**config.mk**
```make
export PLATFORM = sky130hd
export DESIGN_NAME = rf_wb_arbiter_flat
export DESIGN_NICKNAME = d
export VERILOG_FILES = /design/src/rtl/rf_wb_if.sv /design/src/rtl/rf_wb_arbiter.sv /design/src/flat_wrapper.sv
export SDC_FILE = /design/constraint.sdc
export NUM_CORES = 1
export LEC_CHECK = 0
export BUFFER_PORTS_ARGS = -buffer_cell sky130_fd_sc_hd__buf_2
export CORE_MARGIN = 5
export CORE_UTILIZATION = 53
export CTS_BUF_LIST = sky130_fd_sc_hd__clkbuf_8 sky130_fd_sc_hd__clkbuf_16
export CTS_CLUSTER_SIZE = 28
export DETAILED_ROUTE_END_ITERATION = 12
export PLACE_DENSITY = 0.95
export SLEW_MARGIN = 15
export SYNTH_ARGS = -nofsm -noshare
export SYNTH_HDL_FRONTEND = slang
export SYNTH_SLANG_ARGS = --single-unit
```
**constraint.sdc**
```tcl
create_clock -name clk -period 5 [get_ports clk]
set_input_delay 0.25 -clock clk [delete_from_list [all_inputs] [get_ports clk]]
set_output_delay 0.25 -clock clk [all_outputs]
set_load 0.01 [all_outputs]
```
**src/rtl/rf_wb_if.sv**
```systemverilog
// Writeback bus between the pipeline/multi-cycle unit (master) and the
// register-file writeback arbiter (slave).
interface rf_wb_if #(
    parameter int DATA_W = 32,
    parameter int ADDR_W = 5
);
    logic                   a_valid;
    logic [ADDR_W-1:0]      a_addr;
    logic [DATA_W-1:0]      a_data;
    logic                   b_valid;
    logic [ADDR_W-1:0]      b_addr;
    logic [DATA_W-1:0]      b_data;
    logic                   b_ready;
    logic                   regwrite;
    logic [ADDR_W-1:0]      writereg_addr;
    logic [DATA_W-1:0]      writedata;
    logic                   wb_src;
    logic [2**ADDR_W-1:0]   busy_vec;
    logic                   stall_req;

    modport master (
        output a_valid, a_addr, a_data, b_valid, b_addr, b_data,
        input  b_ready, regwrite, writereg_addr, writedata, wb_src, busy_vec, stall_req
    );

    modport slave (
        input  a_valid, a_addr, a_data, b_valid, b_addr, b_data,
        output b_ready, regwrite, writereg_addr, writedata, wb_src, busy_vec, stall_req
    );
endinterface

```
**src/rtl/rf_wb_arbiter.sv**
```systemverilog
// Register-file writeback arbiter: pipeline source A has priority over a FIFO of source-B writes.
// Define RF_WB_BYPASS_EN to write a B transfer in its own cycle when A is idle and the FIFO is empty.
module rf_wb_arbiter #(
    parameter int DATA_W     = 32,
    parameter int ADDR_W     = 5,
    parameter int Q_DEPTH    = 2,
    parameter int STARVE_LIM = 4
) (
    input  logic   clk,
    input  logic   rst,
    rf_wb_if.slave bus
);
    localparam int PTR_W = $clog2(Q_DEPTH);
    localparam int CNT_W = PTR_W + 1;
    localparam int AGE_W = $clog2(STARVE_LIM + 1);
    localparam int NREG  = 2 ** ADDR_W;

    logic [ADDR_W-1:0] mem_addr_q [Q_DEPTH];
    logic [ADDR_W-1:0] mem_addr_d [Q_DEPTH];
    logic [DATA_W-1:0] mem_data_q [Q_DEPTH];
    logic [DATA_W-1:0] mem_data_d [Q_DEPTH];
    logic [PTR_W-1:0]  wptr_q, wptr_d, rptr_q, rptr_d;
    logic [CNT_W-1:0]  count_q, count_d;
    logic [AGE_W-1:0]  age_q, age_d;
    logic              stall_q, stall_d;

    logic              a_act, q_empty, q_full, b_rdy, b_live, byp, push, pop;
    logic [PTR_W-1:0]  off;
    logic [NREG-1:0]   busy;

    // Request qualification: x0 targets count as idle (A) or as a discard (B).
    always_comb begin
        a_act   = bus.a_valid && (bus.a_addr != '0);
        q_empty = (count_q == '0);
        q_full  = (count_q == CNT_W'(Q_DEPTH));
        b_rdy   = !rst && !q_full;
        b_live  = bus.b_valid && b_rdy && (bus.b_addr != '0);
`ifdef RF_WB_BYPASS_EN
        byp     = b_live && !a_act && q_empty;
`else
        byp     = 1'b0;
`endif
        push    = b_live && !byp;
        pop     = !rst && !a_act && !q_empty;
    end

    always_comb begin
        mem_addr_d = mem_addr_q;
        mem_data_d = mem_data_q;
        wptr_d     = wptr_q;
        rptr_d     = rptr_q;
        count_d    = count_q;
        if (push) begin
            mem_addr_d[wptr_q] = bus.b_addr;
            mem_data_d[wptr_q] = bus.b_data;
            wptr_d             = wptr_q + PTR_W'(1);
        end
        if (pop) begin
            rptr_d = rptr_q + PTR_W'(1);
        end
        case ({push, pop})
            2'b10:   count_d = count_q + CNT_W'(1);
            2'b01:   count_d = count_q - CNT_W'(1);
            default: count_d = count_q;
        endcase

        // Age measures how long the current head has been blocked by A.
        if (pop || q_empty) begin
            age_d = '0;
        end else if (age_q == AGE_W'(STARVE_LIM)) begin
            age_d = age_q;
        end else begin
            age_d = age_q + AGE_W'(1);
        end

        // The head cannot change without a pop, so any pop while stalled retires the starved head.
        stall_d = stall_q;
        if (pop) begin
            stall_d = 1'b0;
        end else if (age_d == AGE_W'(STARVE_LIM)) begin
            stall_d = 1'b1;
        end

        if (rst) begin
            wptr_d  = '0;
            rptr_d  = '0;
            count_d = '0;
            age_d   = '0;
            stall_d = 1'b0;
        end
    end

    always_ff @(posedge clk) begin
        wptr_q     <= wptr_d;
        rptr_q     <= rptr_d;
        count_q    <= count_d;
        age_q      <= age_d;
        stall_q    <= stall_d;
        mem_addr_q <= mem_addr_d;
        mem_data_q <= mem_data_d;
    end

    // Busy bits come only from slots between read pointer and read pointer + count.
    always_comb begin
        busy = '0;
        off  = '0;
        for (int i = 0; i < Q_DEPTH; i++) begin
            off = PTR_W'(i) - rptr_q;
            if ({1'b0, off} < count_q) begin
                busy[mem_addr_q[i]] = 1'b1;
            end
        end
    end

    always_comb begin
        bus.regwrite      = 1'b0;
        bus.writereg_addr = '0;
        bus.writedata     = '0;
        bus.wb_src        = 1'b0;
        if (rst) begin
            bus.regwrite = 1'b0;
        end else if (a_act) begin
            bus.regwrite      = 1'b1;
            bus.writereg_addr = bus.a_addr;
            bus.writedata     = bus.a_data;
        end else if (!q_empty) begin
            bus.regwrite      = 1'b1;
            bus.writereg_addr = mem_addr_q[rptr_q];
            bus.writedata     = mem_data_q[rptr_q];
            bus.wb_src        = 1'b1;
        end else if (byp) begin
            bus.regwrite      = 1'b1;
            bus.writereg_addr = bus.b_addr;
            bus.writedata     = bus.b_data;
            bus.wb_src        = 1'b1;
        end
        bus.b_ready   = b_rdy;
        bus.busy_vec  = rst ? '0 : busy;
        bus.stall_req = stall_q;
    end
endmodule
```
**src/flat_wrapper.sv**
```systemverilog
// flat-port wrapper written by rule: the top's interface ports become plain ports
module rf_wb_arbiter_flat 
#(
    parameter int DATA_W     = 32,
    parameter int ADDR_W     = 5,
    parameter int Q_DEPTH    = 2,
    parameter int STARVE_LIM = 4
)
  (clk, rst, bus_a_valid, bus_a_addr, bus_a_data, bus_b_valid, bus_b_addr, bus_b_data, bus_b_ready, bus_regwrite, bus_writereg_addr, bus_writedata, bus_wb_src, bus_busy_vec, bus_stall_req);
  rf_wb_if #(.DATA_W(DATA_W), .ADDR_W(ADDR_W)) bus_i ();
  input  logic clk;
  input  logic rst;
  input wire logic [$bits(bus_i.a_valid)-1:0] bus_a_valid;
  input wire logic [$bits(bus_i.a_addr)-1:0] bus_a_addr;
  input wire logic [$bits(bus_i.a_data)-1:0] bus_a_data;
  input wire logic [$bits(bus_i.b_valid)-1:0] bus_b_valid;
  input wire logic [$bits(bus_i.b_addr)-1:0] bus_b_addr;
  input wire logic [$bits(bus_i.b_data)-1:0] bus_b_data;
  output wire logic [$bits(bus_i.b_ready)-1:0] bus_b_ready;
  output wire logic [$bits(bus_i.regwrite)-1:0] bus_regwrite;
  output wire logic [$bits(bus_i.writereg_addr)-1:0] bus_writereg_addr;
  output wire logic [$bits(bus_i.writedata)-1:0] bus_writedata;
  output wire logic [$bits(bus_i.wb_src)-1:0] bus_wb_src;
  output wire logic [$bits(bus_i.busy_vec)-1:0] bus_busy_vec;
  output wire logic [$bits(bus_i.stall_req)-1:0] bus_stall_req;
  assign bus_i.a_valid = bus_a_valid;
  assign bus_i.a_addr = bus_a_addr;
  assign bus_i.a_data = bus_a_data;
  assign bus_i.b_valid = bus_b_valid;
  assign bus_i.b_addr = bus_b_addr;
  assign bus_i.b_data = bus_b_data;
  assign bus_b_ready = bus_i.b_ready;
  assign bus_regwrite = bus_i.regwrite;
  assign bus_writereg_addr = bus_i.writereg_addr;
  assign bus_writedata = bus_i.writedata;
  assign bus_wb_src = bus_i.wb_src;
  assign bus_busy_vec = bus_i.busy_vec;
  assign bus_stall_req = bus_i.stall_req;
  rf_wb_arbiter #(.DATA_W(DATA_W), .ADDR_W(ADDR_W), .Q_DEPTH(Q_DEPTH), .STARVE_LIM(STARVE_LIM)) u_core (.clk(clk), .rst(rst), .bus(bus_i));
endmodule
```
==> implementation parameters, run 1 <==
Parameter                              Value

Logic synthesis
  Share of async-settable or async-resettable flops after synthesis ... 0
  Combinational family with the most area after synthesis ... simple AND/OR/NAND/NOR gates
  Complex-gate fraction of the synthesized area ... 0.1163
  Xor/xnor cell area share of the yosys netlist ... 0.006412
  Register bit count reported by yosys ... between 80 and 90
  Sequential fraction of the synthesis area ... 0.5814
  Leading post-synthesis cells by cell area ... sky130_fd_sc_hd__edfxtp_1 (54%), sky130_fd_sc_hd__mux2_2 (10%), sky130_fd_sc_hd__a21oi_1 (5.1%), sky130_fd_sc_hd__nand3_1 (4.9%), sky130_fd_sc_hd__o22ai_1 (4.9%)
  Post-synthesis net count ... 452
  Number of library cell types mapped by synthesis ... 34
  Library cell with the largest summed area after synthesis ... sky130_fd_sc_hd__edfxtp_1
  Number of synthesized flops with an enable pin ... between 70 and 80
  Mapped Cells ... roughly 370
  Fraction of post-synthesis cell area in the top cell type by area ... 0.5423
  Top post-synthesis cells by count ... sky130_fd_sc_hd__edfxtp_1 (74), sky130_fd_sc_hd__nand2_1 (50), sky130_fd_sc_hd__a21oi_1 (42)
  Dominant cell by count in the synthesized netlist ... sky130_fd_sc_hd__edfxtp_1
  Cell area after technology mapping ... a little over 4000 µm²
  Warning count from the yosys run ... 0
  Proportion of synthesized area in mux cells ... 0.1041
  Synth Area in Adders ... 0.009160
  Synthesized area divided by synthesized cell count ... ~11 µm²
  Simple logic cell fraction of the synthesized area ... 0.1475
  Most instantiated flip-flop cell in the synthesis netlist ... sky130_fd_sc_hd__edfxtp_1

Setup path
  Cell breakdown of the critical path ... a21oi_1 -> or3b_2 -> o22ai_1 -> buf_2
  CP Capture Type ... output port
  Critical path data required time ... about 4800 ps
  Slowest cell on crit path ... sky130_fd_sc_hd__dfxtp_2
  Data arrival time at the worst-slack endpoint ... 2540 ps
  Worst Setup Path Type ... reg -> out
  Slowest stage delay, CP ... roughly 970 ps
  CP max FO ... 41
  CP Launch Type ... register

GRT
  Global-route congestion overflow total ... 0
  Number of antenna violations at the first check in global routing ... 0
  Via count of the first global-routing pass ... around 3,400
  Wire length of the first global-routing pass ... roughly 16,000 µm
  Total routing resource utilization after global routing ... 0.2082
  Pin count of the biggest net entering global routing ... 50

Layout
  Final-stage net count ... about 590
  Count of antenna diodes in the layout ... 0
  Area taken by multi-input logic gates ... 1594 µm²
  FF+latch area ... 2384 µm²
  Synth-to-layout area growth ... 24.43%
  Share of layout cells above drive strength 1 ... 0.4165
  Number of filler cells placed in the layout ... around 600

Run
  Number of max-capacitance violations reported ... 0

STA
  Max transition margin ... 0.2522
  Min cycle time layout ... 2792 ps
  Count of endpoints failing hold in the final timing report ... 0
  Total of endpoints with negative setup slack in the final report ... 0
  Setup repair after global routing missed its margin ... no
  Max Slew Vio Count ... 0
  Final clock period utilization by the worst path ... 0.5583
  Post-Route Skew ... slightly below 10 ps
  Actual transition at the worst max-transition pin ... 1119 ps
  Min setup slack post-route ... approximately 2200 ps
  Achievable clock frequency ... 358.2 MHz
  TNS Setup ... 0 ps

Detailed routing
  DRT Wirelength ... 10,220 µm
  Via count normalized by instance count ... just under 6
  Initial DRC Count ... around 240
  Number of nets with antenna violations after detailed routing ... 0
  Vias after detailed routing ... 3,544
  Detailed-route wire length per cell ... approximately 17 µm
  First-pass iteration count of the detailed router ... 5
  DR DRC count ... 0

Place
  Pre-CTS setup slack ... 2383 ps
  Placer congestion estimate ... ~0.9
  HPWL reported at the end of detailed placement ... 6991 µm
  Quantity of I/O buffers inserted on ports ... 150

Floorplanning
  Placeable Area ... ~7600 µm²
  Die boundary height ... ~100 µm
  Die area ... about 9600 µm²
  Number of top-level pins ... between 150 and 200
  Chip Width ... between 90 and 100 µm
  Standard-cell row count ... 32
  Starting density of the core ... 0.5358

Pwr
  Total power divided by cell area ... approximately 310 nW/µm²
  Worst VDD drop ... roughly 0.21 mV
  Sequential share of power ... 0.510
  Total power consumption of the routed design ... 1.603 mW
  Share of power burned in the clock network ... 0.324
  Static leakage ... between 1.5 and 2 nW
  Combinational share of power ... 0.166
  Internal power ... 1.180 mW
  Switching power ... approximately 0.42 mW
  Switching Fraction ... 0.2641

Outcome
  Outcome ... finished clean

Clock network
  CTS Hold Bufs ... 0
  Resized Gates After CTS ... 0
  Clock sink count ... a little over 80
  Clock insertion delay at the later pin of the skew report ... around 350 ps
  Clock buffers created by TritonCTS ... 9
  CTS root buf ... sky130_fd_sc_hd__clkbuf_8
  CTS tree ... built
  CTS Buffer Depth ... 2
  Count of H-tree levels built during CTS ... 3
  Post-CTS repair timing setup buffer count ... 0
  CTS clock-pin slew for the worst setup and hold paths ... about 80 ps

Worst hold path
  Type of the worst min-delay path ... in -> reg
[final cells by class]
class | instances | area share
clock buffer | 9 | 0.02429
clock inverter | 7 | 0.01816
inverter | 5 | 0.003681
multi-input combinational | 255 | 0.3126
sequential | 82 | 0.4675
tap | 102 | 0.02503
timing repair buffer | 151 | 0.1487
[power by group through the flow]
stage                     Sequential (mW)  Clock [mW]  Combinational, mW
after floorplan                     0.812           0              0.190
after global placement              0.831           0              0.254
after detailed placement            0.834           0              0.264
after CTS                           0.819       0.525              0.266
after global routing                0.823       0.558              0.291
final                               0.818       0.519              0.266
[registers in the layout, summed over array words and instances (netlist names)]
signal and cells:
u_core.mem_addr_q 10, u_core.count_q 2, u_core.mem_data_q 64, u_core.wptr_q 1
u_core.rptr_q 1, u_core.bus.stall_req 1, u_core.age_q 3
[kinds of logic (layout without fill, tap and decap cells)]
| group | count (synthesis) | after routing |
|---|---|---|
| and+or+nand+nor | 128 | 128 |
| AOI/OAI and AO/OA | 83 | 83 |
| DFF | 82 | 82 |
| muxes | 38 | 38 |
| buffers and inverters | 34 | 172 |
| adders and majority gates | 3 | 3 |
| xor gates and xnor gates | 3 | 3 |
[routing by layer]
layer  GRT usage  part of all wire
met5           0                 0
met2      0.3743              0.51
met1      0.2333              0.37
met3     0.05286             0.086
met4     0.08839             0.025
[critical path, delay by kind of cell, from the launching register on]
family / cells / cell delay (ps)
AO/OA/AOI/OAI: 2 / 460
buffers and inverters: 1 / 150
AND/OR/NAND/NOR: 1 / 610
flip-flops: 1 / 970
[layout by cell type, fill, tap and decap left out, drive strengths merged, types with 2 or more instances in the layout]
master and n:
or3 4, clkbuf 9, or3b 3, a21oi 42, clkinvlp 2, xnor2 2, clkinv 2, or4 2
mux2 37, buf 151, bufinv 2, nor2b 8, o22ai 32, edfxtp 74, nor2 14, o21ai 3
inv 6, nor3 2, nand2 50, ha 3, nand2b 2, nand3 40, o211ai 2, dfxtp 8
[per-stage QoR]
step / hold WS, ps / utilization / instances / cell area (µm²)
after global placement: 437.6 / 0.6384 / 595 / 4882
after CTS: 57.26 / 0.6667 / 611 / 5099
final: 81.06 / 0.6667 / 611 / 5099
after detailed placement: 441.1 / 0.6384 / 595 / 4882
after floorplan: 348.9 / - / 371 / 4098
after global routing: 52.71 / 0.6667 / 611 / 5099
[path summary, 6_finish.rpt]
path,startpoint,end,slack (ps),cells after the start
worst max-delay path,u_core.rptr_q$_SDFFE_PP0P_,bus_busy_vec[22],2210,4
worst min-delay path,bus_b_data[2],u_core.mem_data_q[34]$_DFFE_PP_,80,1
worst min register to register,u_core.wptr_q$_SDFFE_PP0N_,u_core.wptr_q$_SDFFE_PP0N_,540,1
worst max register to register,u_core.count_q[0]$_SDFFE_PP0P_,u_core.count_q[1]$_SDFFE_PP0P_,2490,6
Note: power is estimated with default switching activity, not from simulation.
==> inputs of run 2 (changes only) <==
--- a/config.mk
+++ b/config.mk
@@ -7,11 +7,11 @@
 export LEC_CHECK = 0
 export BUFFER_PORTS_ARGS = -buffer_cell sky130_fd_sc_hd__buf_2
 export CORE_MARGIN = 5
-export CORE_UTILIZATION = 53
+export CORE_UTILIZATION = 45
 export CTS_BUF_LIST = sky130_fd_sc_hd__clkbuf_8 sky130_fd_sc_hd__clkbuf_16
 export CTS_CLUSTER_SIZE = 28
 export DETAILED_ROUTE_END_ITERATION = 12
-export PLACE_DENSITY = 0.95
+export PLACE_DENSITY = 0.88
 export SLEW_MARGIN = 15
 export SYNTH_ARGS = -nofsm -noshare
 export SYNTH_HDL_FRONTEND = slang
==> constraint.sdc (replaced) <==
create_clock -name clk -period 2.2 [get_ports clk]
set_input_delay 0.11 -clock clk [delete_from_list [all_inputs] [get_ports clk]]
set_output_delay 0.11 -clock clk [all_outputs]
set_load 0.01 [all_outputs]
==> run 2 against run 1 <==
Compared with the run above: hold slack better by 190 ps; critical endpoint is now u_core.count_q[1]$_SDFFE_PP0P_; highest routed layer unchanged; cell count rose by 8.3%; largest power group unchanged; largest cell class unchanged; first-iteration DRC count shrank 0.41%.
==> implementation parameters, run 2 (synthesis results as in run 1) <==
Parameter                              Value

Layout
  Count of antenna diodes in the layout ... 0 (unchanged)
  Commonest cells after routing, fill and taps aside ... sky130_fd_sc_hd__buf_2 (150), sky130_fd_sc_hd__edfxtp_1 (74), sky130_fd_sc_hd__nand2_1 (50) (unchanged)
  Count of non-filler cells in the finished layout ... 662 (was 611)
  Final-stage net count ... 630 (was 585)
  Share of layout cells above drive strength 1 ... 0.4061 (was 0.4165)
  Flip-flop count of the largest register after layout ... 64 (unchanged)
  FF+latch area ... 2385 µm² (was 2384 µm²)
  Largest registers in the final layout ... u_core.mem_data_q: 64 flops, u_core.mem_addr_q: 10 flops, u_core.age_q: 3 flops (unchanged)
  Area taken by multi-input logic gates ... 1619 µm² (was 1594 µm²)
  Number of filler cells placed in the layout ... 652 (was 599)
  Leading cell type in the layout, fill and taps excluded ... sky130_fd_sc_hd__buf_2 (unchanged)
  Synth-to-layout area growth ... 36.24% (was 24.43%)
  Top register by number of flip-flops ... u_core.mem_data_q (unchanged)
  Final instance area ... 5583 µm² (was 5099 µm²)
  End-of-flow core utilization ... 0.6340 (was 0.6667)

Clock network
  Clock sink count ... 82 (unchanged)
  CTS clock-pin slew for the worst setup and hold paths ... 80 ps (about the same)
  Clock buffers created by TritonCTS ... 9 (unchanged)
  Post-CTS repair timing setup buffer count ... 0 (unchanged)
  CTS root buf ... sky130_fd_sc_hd__clkbuf_8 (unchanged)
  CTS Buffer Depth ... 2 (unchanged)
  CTS tree ... built (unchanged)
  Clock insertion delay at the later pin of the skew report ... 340 ps (was 350 ps)
  Count of H-tree levels built during CTS ... 3 (unchanged)

Pwr
  Total power consumption of the routed design ... 3.773 mW (was 1.603 mW)
  Worst VDD drop ... 0.6463 mV (was 0.2141 mV)
  Static leakage ... 2.191 nW (was 1.987 nW)
  Total power divided by cell area ... 675.9 nW/µm² (was 314.5 nW/µm²)

Detailed routing
  First-pass iteration count of the detailed router ... 5 (unchanged)
  DRT Wirelength ... 11,540 µm (was 10,220 µm)
  Detailed-route wire length per cell ... 17.43 µm (was 16.72 µm)
  Number of nets with antenna violations after detailed routing ... 0 (unchanged)
  DR DRC count ... 0 (unchanged)
  Initial DRC Count ... 242 (was 243)
  Vias after detailed routing ... 3,700 (was 3,544)
  Via count normalized by instance count ... 5.589 (was 5.800)

Setup path
  Cell breakdown of the critical path ... dlygate4sd3_1 -> buf_2 -> or4_4 -> o211ai_1 -> buf_4 -> ha_4 -> or3_1 -> a21oi_1 (was a21oi_1 -> or3b_2 -> o22ai_1 -> buf_2)
  Worst Setup Path Type ... in -> reg (was reg -> out)
  CP Launch Type ... primary input (was register)
  CP max FO ... 4 (was 41)
  Slowest cell on crit path ... sky130_fd_sc_hd__dlygate4sd3_1 (was sky130_fd_sc_hd__dfxtp_2)
  Slowest stage delay, CP ... 540 ps (was 970 ps)
  CP Capture Type ... register (was output port)
  Minimum setup slack among reg-to-reg paths ... 170 ps (was 2490 ps)
  Critical path data required time ... 2460 ps (was 4750 ps)
  Data arrival time at the worst-slack endpoint ... 2390 ps (was 2540 ps)

Floorplanning
  Placeable Area ... 8806 µm² (was 7647 µm²)
  Chip Width ... 105.4 µm (was 97.93 µm)
  Number of top-level pins ... 151 (unchanged)
  Die area ... 11,110 µm² (was 9590 µm²)
  Die boundary height ... 105.4 µm (was 97.93 µm)
  Starting density of the core ... 0.4653 (was 0.5358)
  Standard-cell row count ... 34 (was 32)

Place
  HPWL reported at the end of detailed placement ... 7453 µm (was 6991 µm)
  Total placed instance area ... 4962 µm² (was 4882 µm²)
  Quantity of I/O buffers inserted on ports ... 150 (unchanged)
  Total instance count after detailed placement ... 609 (was 595)
  Placer congestion estimate ... 0.8928 (was 0.8979)

Run
  Number of max-capacitance violations reported ... 0 (unchanged)

Outcome
  Outcome ... finished clean (unchanged)

STA
  Min cycle time layout ... roughly 2100 ps
  Final clock period utilization by the worst path ... 0.9696
  Setup repair after global routing missed its margin ... no (unchanged)
  Achievable clock frequency ... about 470 MHz
  Count of endpoints failing hold in the final timing report ... 0 (unchanged)
  Total of endpoints with negative setup slack in the final report ... 0 (unchanged)
  Actual transition at the worst max-transition pin ... 1112 ps (was 1119 ps)
  Post-Route Skew ... 12.73 ps (was 9.649 ps)
  TNS Setup ... 0 ps (unchanged)
  Max transition margin ... 0.2567 (was 0.2522)
  Max Slew Vio Count ... 0 (unchanged)

GRT
  Via count of the first global-routing pass ... 3,807 (was 3,397)
  Total routing resource utilization after global routing ... 0.2025 (was 0.2082)
  Global-route congestion overflow total ... 0 (unchanged)
  Number of antenna violations at the first check in global routing ... 0 (unchanged)
  Wire length of the first global-routing pass ... 18,130 µm (was 16,080 µm)
  Pin count of the biggest net entering global routing ... 49 (was 50)

Worst hold path
  Type of the worst min-delay path ... in -> reg (unchanged)
run 2: cell types whose count changed in the layout (fill, tap and decap cells not counted), sizes merged:
cell / change
buf: +8
inv: +1
clkinv: -2
clkinvlp: +1
dlygate4sd3: +37
run 2: layer usage:
metal	global-route usage	up-vias	wire length [µm]
met4	0.08060	0	262
met5	0	-	0
met1	0.2273	1722	4431
met3	0.04218	29	823
met2	0.3734	207	6020
li1	-	1742	-
run 2: worst paths after layout:
path                                        from                         endpoint  depth (start not counted)
hold / removal                       bus_b_valid       u_core.wptr_q$_SDFFE_PP0N_                          4
hold reg to reg       u_core.wptr_q$_SDFFE_PP0N_       u_core.wptr_q$_SDFFE_PP0N_                          1
setup reg to reg  u_core.count_q[0]$_SDFFE_PP0P_  u_core.mem_data_q[18]$_DFFE_PP_                          5
setup / recovery                   bus_b_addr[4]   u_core.count_q[1]$_SDFFE_PP0P_                          8
run 2: stage by stage:
| step | hold slack, ps | setup slack (ps) |
|---|---|---|
| final | 267.7 | 66.81 |
| after global routing | 279.0 | 4.082 |
| after CTS | 235.5 | 25.68 |
| after detailed placement | 304.6 | 112.5 |
| after global placement | 298.8 | 198.0 |
| after floorplan | 208.9 | -202.0 |
run 2: where the power goes:
group          switching, mW  leakage, nW  total (mW)  internal [mW]
sequential            0.0337        0.745        1.82           1.79
clock                  0.556        0.102        1.20          0.647
combinational          0.419         1.34       0.748          0.329
total                   1.01         2.19        3.77           2.76
run 2: cell type report:
cell class / instances / share of cell area
inverter: 5 / 0.003362
clock buffer: 9 / 0.02219
clock inverter: 7 / 0.01793
tap: 108 / 0.02420
sequential: 82 / 0.4272
multi-input combinational: 255 / 0.2900
timing repair buffer: 196 / 0.2151
run 2: critical path: cells and delay by family:
| kind | cells | cell delay, ps |
|---|---|---|
| adders and majority gates | 1 | 220 |
| and+or+nand+nor | 2 | 810 |
| AOI/OAI and AO/OA | 2 | 370 |
| buffers and inverters | 3 | 880 |
run 2: repair_timing:
item                       in CTS  in global routing
hold endpoints to repair       74                  0
setup endpoints to repair       0                 86
resized for setup               0                  6
hold buffers                   37                  0
==> inputs of run 3 (changes only) <==
==> constraint.sdc (replaced) <==
create_clock -name clk -period 1.8 [get_ports clk]
set_input_delay 0.09 -clock clk [delete_from_list [all_inputs] [get_ports clk]]
set_output_delay 0.09 -clock clk [all_outputs]
set_load 0.01 [all_outputs]
==> run 3 against run 2 <==
Compared with the run above: the run now ends with negative setup slack left; wire length increased by 19%; clock skew fell by 6.0 ps; worst setup slack worse by 240 ps; largest cell class unchanged; global-route usage is 2.5 points higher; total power rose by 34%; flip-flop and latch count unchanged; die area stayed put; cell count increased by 4.7%; critical path depth is 1 lower.
==> implementation parameters, run 3 (synthesis results as in run 1) <==
Parameter                              Value

Outcome
  Outcome ... complete, but fails checks (was finished clean)
  Failing checks ... negative setup slack

Detailed routing
  DRT Wirelength ... 13,790 µm (was 11,540 µm)
  Via count normalized by instance count ... 5.734 (was 5.589)
  Vias after detailed routing ... 3,974 (was 3,700)
  DR DRC count ... 0 (unchanged)
  First-pass iteration count of the detailed router ... 5 (unchanged)
  Initial DRC Count ... 236 (was 242)
  Number of nets with antenna violations after detailed routing ... 0 (unchanged)
  Detailed-route wire length per cell ... 19.89 µm (was 17.43 µm)

STA
  Post-Route Skew ... 6.770 ps (was 12.73 ps)
  TNS Setup ... -7893 ps (was 0 ps)
  Max transition margin ... 0.5528 (was 0.2567)
  WHS ... 24.63 ps (was 267.7 ps)
  Total of endpoints with negative setup slack in the final report ... 138 (was 0)
  Min cycle time layout ... 1971 ps
  Max Slew Vio Count ... 0 (unchanged)
  Setup repair after global routing missed its margin ... yes (was no)
  Final clock period utilization by the worst path ... 1.095
  Count of endpoints failing hold in the final timing report ... 0 (unchanged)
  Min setup slack post-route ... -170.6 ps (was 66.81 ps)
  Actual transition at the worst max-transition pin ... 669.2 ps (was 1112 ps)
  Achievable clock frequency ... approximately 500 MHz

Layout
  Largest registers in the final layout ... u_core.mem_data_q: 64 flops, u_core.mem_addr_q: 10 flops, u_core.age_q: 3 flops (unchanged)
  Flip-flop count of the largest register after layout ... 64 (unchanged)
  Number of filler cells placed in the layout ... 573 (was 652)
  Commonest cells after routing, fill and taps aside ... sky130_fd_sc_hd__buf_2 (150), sky130_fd_sc_hd__edfxtp_1 (74), sky130_fd_sc_hd__nand2_1 (49) (was sky130_fd_sc_hd__buf_2 (150), sky130_fd_sc_hd__edfxtp_1 (74), sky130_fd_sc_hd__nand2_1 (50))
  Top register by number of flip-flops ... u_core.mem_data_q (unchanged)
  Count of antenna diodes in the layout ... 0 (unchanged)
  Final-stage net count ... 661 (was 630)
  Leading cell type in the layout, fill and taps excluded ... sky130_fd_sc_hd__buf_2 (unchanged)
  Synth-to-layout area growth ... 56.15% (was 36.24%)
  End-of-flow core utilization ... 0.7266 (was 0.6340)
  Share of layout cells above drive strength 1 ... 0.5675 (was 0.4061)

Pwr
  Switching Fraction ... 0.2815 (was 0.2674)
  Worst VDD drop ... 0.5052 mV (was 0.6463 mV)
  Switching power ... 1.428 mW (was 1.009 mW)
  Internal power ... 3.644 mW (was 2.764 mW)
  Sequential share of power ... 0.442 (was 0.483)
  Total power divided by cell area ... 792.5 nW/µm² (was 675.9 nW/µm²)
  Static leakage ... 2.443 nW (was 2.191 nW)
  Combinational share of power ... 0.278 (was 0.198)
  Share of power burned in the clock network ... 0.280 (was 0.319)

Setup path
  CP max FO ... 7 (was 4)
  Most frequent cell on the critical path ... sky130_fd_sc_hd__buf_6
  CP Launch Type ... register (was primary input)
  Worst Setup Path Type ... reg -> out (was in -> reg)
  Buffers and inverters on the worst path ... 4 (was 3)
  CP top delay family ... buffers and inverters (unchanged)
  Data arrival time at the worst-slack endpoint ... 1880 ps (was 2390 ps)
  CP Capture Type ... output port (was register)
  Slowest cell on crit path ... sky130_fd_sc_hd__dfxtp_4 (was sky130_fd_sc_hd__dlygate4sd3_1)
  Cell breakdown of the critical path ... buf_6 -> buf_6 -> or2_4 -> buf_12 -> a32oi_4 -> nor2_1 -> buf_2 (was dlygate4sd3_1 -> buf_2 -> or4_4 -> o211ai_1 -> buf_4 -> ha_4 -> or3_1 -> a21oi_1)
  Critical path data required time ... 1710 ps (was 2460 ps)
  Slowest stage delay, CP ... 350 ps (was 540 ps)

Floorplanning
  Number of top-level pins ... 151 (unchanged)
  Die area ... 11,110 µm² (unchanged)
  Standard-cell row count ... 34 (unchanged)
  Placeable Area ... 8806 µm² (unchanged)
  Die boundary height ... 105.4 µm (unchanged)
  Starting density of the core ... 0.4653 (unchanged)
  Chip Width ... 105.4 µm (unchanged)

Clock network
  CTS clock-pin slew for the worst setup and hold paths ... 80 ps (about the same)
  CTS tree ... built (unchanged)
  Count of H-tree levels built during CTS ... 3 (unchanged)
  Clock insertion delay at the later pin of the skew report ... 350 ps (was 340 ps)
  Clock buffers created by TritonCTS ... 9 (unchanged)
  CTS Buffer Depth ... 2 (unchanged)
  CTS root buf ... sky130_fd_sc_hd__clkbuf_8 (unchanged)
  Clock sink count ... 82 (unchanged)

GRT
  Pin count of the biggest net entering global routing ... 49 (unchanged)
  Total routing resource utilization after global routing ... 0.2276 (was 0.2025)
  Wire length of the first global-routing pass ... 20,020 µm (was 18,130 µm)
  Number of antenna violations at the first check in global routing ... 0 (unchanged)
  Global-route congestion overflow total ... 0 (unchanged)
  Via count of the first global-routing pass ... 3,956 (was 3,807)

Place
  Quantity of I/O buffers inserted on ports ... 150 (unchanged)
  HPWL reported at the end of detailed placement ... 7752 µm (was 7453 µm)
  Placer congestion estimate ... 0.8918 (was 0.8928)

Run
  Number of max-capacitance violations reported ... 0 (unchanged)

Worst hold path
  Type of the worst min-delay path ... in -> reg (unchanged)
run 3: final cells by class:
class,instances,area [µm²],share of cell area
inverter,5,21.27,0.003324
clock inverter,7,86.33,0.01349
clock buffer,9,123.9,0.01936
timing repair buffer,225,1550,0.2423
sequential,82,2389,0.3733
multi-input combinational,257,2093,0.3271
tap,108,135.1,0.02112
run 3: metrics by stage:
stage          setup slack, ps  cells  power (mW)  cell area [µm²]
2_1_floorplan           -130.5    371       2.806             4144
3_3_place_gp            -187.8    621       3.091             5080
3_5_place_dp            -277.8    621       3.137             5080
4_1_cts                 -204.6    687       4.987             6111
5_1_grt                 -215.6    693       5.237             6399
6_report                -170.6    693       5.071             6399
run 3: worst paths after layout:
path	from	endpoint	slack, ps	depth (start not counted)
worst max-delay path	u_core.count_q[0]$_SDFFE_PP0P_	bus_writereg_addr[2]	-170	7
worst min-delay path	bus_b_addr[0]	u_core.mem_addr_q[5]$_DFFE_PP_	20	2
worst max register to register	u_core.count_q[0]$_SDFFE_PP0P_	u_core.count_q[1]$_SDFFE_PP0P_	-130	9
worst min register to register	u_core.bus.stall_req$_SDFFE_PP0N_	u_core.bus.stall_req$_SDFFE_PP0N_	610	2
run 3: what timing repair did:
| item | CTS | global route |
|---|---|---|
| endpoints found under the setup margin | 144 | 72 |
| resized for setup | 57 | 58 |
| hold endpoints to repair | 66 | 0 |
| pin swaps | 15 | 22 |
| hold buffers | 33 | 0 |
| setup buffers | 10 | 10 |
| cloned | 7 | 0 |
run 3: routing by layer:
metal / up-vias / GRT usage / share of wire
met5: - / 0 / 0
li1: 1808 / - / -
met3: 31 / 0.04156 / 0.063
met4: 0 / 0.08810 / 0.023
met1: 1941 / 0.2634 / 0.38
met2: 194 / 0.4162 / 0.53
run 3: worst register-to-register path, stage by stage, from the launching register on:
cell and delay, ps:
sky130_fd_sc_hd__dfxtp_4 350, sky130_fd_sc_hd__buf_6 120, sky130_fd_sc_hd__buf_6 110, sky130_fd_sc_hd__or2_4 330
sky130_fd_sc_hd__nand2b_4 120, sky130_fd_sc_hd__nor2_4 50, sky130_fd_sc_hd__ha_4 170, sky130_fd_sc_hd__xnor2_2 140
sky130_fd_sc_hd__or3_1 350, sky130_fd_sc_hd__a21oi_1 140
run 3: power by group through the flow:
stage / clock network [mW] / registers [mW] / logic, mW
after floorplan: 0 / 2.26 / 0.548
after detailed placement: 0 / 2.27 / 0.864
after global placement: 0 / 2.26 / 0.828
final: 1.42 / 2.24 / 1.41
after global routing: 1.50 / 2.25 / 1.49
after CTS: 1.42 / 2.24 / 1.33
